--- config.mk ---
export PLATFORM = sky130hd
export DESIGN_NAME = deserializer
export DESIGN_NICKNAME = d
export VERILOG_FILES = /design/src/rtl/deserializer_pkg.sv /design/src/rtl/deserializer_bit_counter.sv /design/src/rtl/deserializer.sv
export SDC_FILE = /design/constraint.sdc
export NUM_CORES = 1
export LEC_CHECK = 0
export ABC_AREA = 0
export CORE_MARGIN = 2
export CORE_UTILIZATION = 43
export DETAILED_ROUTE_END_ITERATION = 10
export DONT_BUFFER_PORTS = 1
export MAX_ROUTING_LAYER = met4
export SETUP_SLACK_MARGIN = 0.4
export SYNTH_ARGS = -nofsm -noshare
export SYNTH_HDL_FRONTEND = slang
export SYNTH_HIERARCHICAL = 1
export SYNTH_SLANG_ARGS = --single-unit
--- constraint.sdc ---
create_clock -name clk -period 2.5 [get_ports clk]
set_clock_uncertainty 0.2 [all_clocks]
set_input_delay 0.5 -clock clk [delete_from_list [all_inputs] [get_ports clk]]
set_output_delay 0.5 -clock clk [all_outputs]
set_load 0.005 [all_outputs]
--- src/rtl/deserializer_pkg.sv ---
// Shared definitions for the serial link blocks (deserializer, serializer).
package deserializer_pkg;

    localparam int unsigned MSG_SIZE_DEFAULT = 64;

    // Counter wide enough to hold 0..msg_size inclusive.
    function automatic int unsigned counter_width(input int unsigned msg_size);
        return $clog2(msg_size) + 1;
    endfunction

    typedef enum logic [1:0] {
        IDLE  = 2'd0,
        SHIFT = 2'd1,
        FULL  = 2'd2
    } state_t;

endpackage

--- src/rtl/deserializer_bit_counter.sv ---
// Saturating up-counter with synchronous clear and load-one; clear wins over load, load over increment.
module bit_counter #(
    parameter int unsigned WIDTH = 7,
    parameter int unsigned MAX   = 64
) (
    input  logic             clk,
    input  logic             rst_n,
    input  logic             clear,
    input  logic             load_one,
    input  logic             inc,
    output logic [WIDTH-1:0] count
);

    localparam logic [WIDTH-1:0] MAX_C = WIDTH'(MAX);

    always_ff @(posedge clk or negedge rst_n) begin
        if (!rst_n) begin
            count <= '0;
        end else if (clear) begin
            count <= '0;
        end else if (load_one) begin
            count <= WIDTH'(1);
        end else if (inc && (count != MAX_C)) begin
            count <= count + WIDTH'(1);
        end
    end

endmodule

--- src/rtl/deserializer.sv ---
// MSB-first serial-to-parallel receiver with valid/ack handshake and sticky overrun flag.
module deserializer
    import deserializer_pkg::*;
#(
    parameter int unsigned MSG_SIZE = MSG_SIZE_DEFAULT
) (
    input  logic                                 clk,
    input  logic                                 rst_n,
    input  logic                                 ena,
    input  logic                                 iData_in,
    input  logic                                 iData_flag,
    input  logic                                 iAck,
    input  logic                                 iClear,
    output logic [MSG_SIZE-1:0]                  oData_out,
    output logic [counter_width(MSG_SIZE)-1:0]   oCounter,
    output logic                                 oValid,
    output logic                                 oOverrun
);

    localparam int unsigned       CW   = counter_width(MSG_SIZE);
    localparam logic [CW-1:0]     LAST = CW'(MSG_SIZE - 1);

    state_t              state;
    // Only MSG_SIZE-1 bits are stored; the final bit goes straight into oData_out.
    logic [MSG_SIZE-2:0] shift_reg;
    logic [MSG_SIZE-1:0] next_word;
    logic                take_bit;
    logic                cnt_clear;
    logic                cnt_load_one;
    logic                cnt_inc;

    assign next_word = {shift_reg, iData_in};
    assign take_bit  = ena && iData_flag;

    always_comb begin
        cnt_clear    = 1'b0;
        cnt_load_one = 1'b0;
        cnt_inc      = 1'b0;
        if (ena) begin
            if (iClear) begin
                cnt_clear = 1'b1;
            end else begin
                unique case (state)
                    IDLE:    cnt_load_one = iData_flag;
                    SHIFT:   cnt_inc      = iData_flag;
                    FULL: begin
                        cnt_load_one = iAck && iData_flag;
                        cnt_clear    = iAck && !iData_flag;
                    end
                    default: cnt_clear = 1'b1;
                endcase
            end
        end
    end

    bit_counter #(
        .WIDTH (CW),
        .MAX   (MSG_SIZE)
    ) u_bit_counter (
        .clk      (clk),
        .rst_n    (rst_n),
        .clear    (cnt_clear),
        .load_one (cnt_load_one),
        .inc      (cnt_inc),
        .count    (oCounter)
    );

    always_ff @(posedge clk or negedge rst_n) begin
        if (!rst_n) begin
            state     <= IDLE;
            shift_reg <= '0;
            oData_out <= '0;
            oValid    <= 1'b0;
            oOverrun  <= 1'b0;
        end else if (ena) begin
            if (iClear) begin
                state     <= IDLE;
                shift_reg <= '0;
                oValid    <= 1'b0;
                oOverrun  <= 1'b0;
            end else begin
                unique case (state)
                    IDLE: begin
                        if (take_bit) begin
                            shift_reg <= next_word[MSG_SIZE-2:0];
                            state     <= SHIFT;
                        end
                    end
                    SHIFT: begin
                        if (take_bit) begin
                            shift_reg <= next_word[MSG_SIZE-2:0];
                            if (oCounter == LAST) begin
                                oData_out <= next_word;
                                oValid    <= 1'b1;
                                state     <= FULL;
                            end
                        end
                    end
                    FULL: begin
                        if (iAck) begin
                            oValid <= 1'b0;
                            if (take_bit) begin
                                shift_reg <= next_word[MSG_SIZE-2:0];
                                state     <= SHIFT;
                            end else begin
                                state <= IDLE;
                            end
                        end else if (take_bit) begin
                            oOverrun <= 1'b1;
                        end
                    end
                    default: state <= IDLE;
                endcase
            end
        end
    end

endmodule

==> flow_metrics.env <==
export IMPL_outcome="finished, violations left"
export IMPL_violations="negative hold slack"
export IMPL_ys_seq_elements=138
export IMPL_port_buffers=0
export IMPL_antenna_found_initial=0
export IMPL_die_h_um=116.2
export IMPL_critPathTopFamily="simple AND/OR/NAND/NOR gates"
export IMPL_worstMarginPinSlew_ps=479.3
export IMPL_die_w_um=116.2
export IMPL_reg2reg_depth=5
export IMPL_clk_pin_slew_ps=60
export IMPL_timing_hold_ws_ps=-415.4
export IMPL_vias=2958
export IMPL_finish_net_count=367
export IMPL_start_util_pct=44.49
export IMPL_final_hold_violation_count=138
export IMPL_area_growth_pct=15.70
export IMPL_dp_hpwl_mm=5.404
export IMPL_layout_common_cells="dfrtp_1 (137), a22o_1 (63), mux2_2 (47)"
export IMPL_seq_area_frac_synth_pct=63.83
export IMPL_clockBufferDepth=2
export IMPL_grt_pass1_wl_mm=16.03
export IMPL_cts_htree_levels=4
export IMPL_period_share_pct=80.72
export IMPL_core_um2=12160
export IMPL_antenna_cells=0
export IMPL_cp_startpoint="state[1]$_DFFE_PN0P_"
export IMPL_drc=0
export IMPL_ioPinCount=80
export IMPL_drive_above_1_share_pct=28.92
export IMPL_cap_violations=0
export IMPL_power_leakage_nw=3.041
export IMPL_rows=40
export IMPL_die_area_um2=13500
export IMPL_crit_fanout=32
export IMPL_ys_flop_type="dfrtp_1"
export IMPL_dpl_cell_area_um2=5520
export IMPL_grt_pass1_vias=3045
export IMPL_slowest_delay_ps=460
export IMPL_rr_startpoint="state[1]$_DFFE_PN0P_"
export IMPL_largest_register_ffs=64
export IMPL_fin_area_um2=6260
export IMPL_rrSetupSlack_ps=480
export IMPL_grt_usage_pct=16.27
export IMPL_tritoncts="done"
export IMPL_syn_cell_area_um2=5410
export IMPL_cp_arrival_ps=2120
export IMPL_initialDrtViolationCount=233
export IMPL_synthArstFlopShare_pct=100.0
export IMPL_worst_setup_path_type="reg2reg"
export IMPL_syn_inst=352
export IMPL_synth_edf_count=0
export IMPL_startpoint_type="flop"
export IMPL_cts_buffers=17
export IMPL_min_path_type="in2async"
export IMPL_yosysUniqueCellTypes=41
export IMPL_viasPerCell=5.498
export IMPL_grt_max_degree=139
export IMPL_antenna_left=0
export IMPL_regArea_um2=3455
export IMPL_finalSetupViolations=0
export IMPL_gp_congestion=0.7537
export IMPL_worstPathRequired_ps=2600
export IMPL_multiInputGateArea_um2=1778
export IMPL_slew_violations=0
export IMPL_totalWireLength_mm=9.721
export IMPL_fin_setup_tns_ps=0
export IMPL_nFillCells=1033
export IMPL_relSlewSlack_pct=68.05
export IMPL_rsz0062_at_grt="true"
export IMPL_drt_pass1_iterations=4
export IMPL_critical_path_buf_inv_count=1
export IMPL_ir_drop_v=0.0003374
export IMPL_final_common_cell="dfrtp_1"
export IMPL_fmax_mhz=495.6
export IMPL_cts_sinks=138
export IMPL_slowest_stage="dfrtp_2"
export IMPL_critPathCaptureType="flop"
export IMPL_syn_nets=361
export IMPL_crit_chain="nand2b_2 > nor3_2 > and3_4 > buf_16 > mux2_2"
export IMPL_power_density_nw_per_um2=846.7
export IMPL_period_needed_ps=2018
export IMPL_ys_warn_count=6
export IMPL_syn_area_per_cell_um2=15.37
export IMPL_fin_util_pct=51.47
export IMPL_cts_root_buf="clkbuf_16"
export IMPL_overflow=0
export IMPL_wl_per_cell_um=18.07
export IMPL_clk_latency_ps=420
export IMPL_path_depth=5
synthesized netlist by cell type (3+ instances only):
library cell / n / area [µm²]
a21oi_1: 4 / 20.02
a22o_1: 63 / 551.8
and2_1: 3 / 18.77
and3_1: 3 / 18.77
buf_2: 5 / 25.02
buf_6: 13 / 146.4
dfrtp_1: 138 / 3453
inv_1: 5 / 18.77
mux2_1: 7 / 78.83
mux2_2: 47 / 529.3
mux2_4: 10 / 150.1
nand2_1: 7 / 26.28
nand4_1: 3 / 18.77
nor2_1: 8 / 30.03
through the flow:
stage          total power, W  worst slack (ps)  cells
2_1_floorplan        0.002392             431.4    352
3_3_place_gp         0.002409             443.2    506
3_5_place_dp         0.002412             380.3    506
4_1_cts              0.005359             416.0    538
5_1_grt              0.005482             373.3    538
6_report             0.005300             482.1    538
cell families (layout without fill, tap and decap cells):
logic type,after synthesis,count (layout),synth area share (%)
xor gates and xnor gates,2,2,0.3238
adders and majority gates,2,2,0.4625
muxes,65,65,14.20
and+or+nand+nor,37,37,4.233
AOI/OAI and AO/OA,84,84,13.37
buffers and inverters,24,42,3.585
DFF,138,138,63.83
metal layers:
metal / up-vias / GRT usage [%] / routed length, µm
met1: 1550 / 21.34 / 4607
li1: 1330 / - / -
met4: 0 / 5.714 / 133
met5: - / - / 0
met2: 68 / 23.12 / 4447
met3: 10 / 6.331 / 532
worst paths after layout:
check,endpoint
worst min register to register,shift_reg[57]$_DFFE_PN0P_
min in group clk,shift_reg[0]$_DFFE_PN0P_
worst max-delay path,oData_out[15]$_DFFE_PN0P_
max in group asynchronous,state[1]$_DFFE_PN0P_
worst max register to register,oData_out[15]$_DFFE_PN0P_
worst min-delay path,oData_out[17]$_DFFE_PN0P_
where the power goes:
part | total, W | switching (W) | internal, W
Sequential | 0.00227 | 0.0000218 | 0.00225
Clock | 0.00293 | 0.000912 | 0.00202
Combinational | 0.000101 | 0.0000647 | 0.0000368
Total | 0.00530 | 0.000999 | 0.00430
layout make-up:
class / instances / share of cell area (%)
Inverter: 5 / 0.2998
Clock buffer: 19 / 7.236
Multi-Input combinational cell: 190 / 28.40
Sequential cell: 138 / 55.19
Clock inverter: 12 / 3.898
Timing Repair Buffer: 6 / 1.619
Tap cell: 168 / 3.358
timing repair:
item | CTS | global route
endpoints found under the setup margin | 48 | 129
gates resized for setup | 2 | 3
gates cloned | 1 | 0
setup buffers | 0 | 0
endpoints found under the hold margin | 138 | 138
No activity file was read; power rests on OpenSTA's default activity.
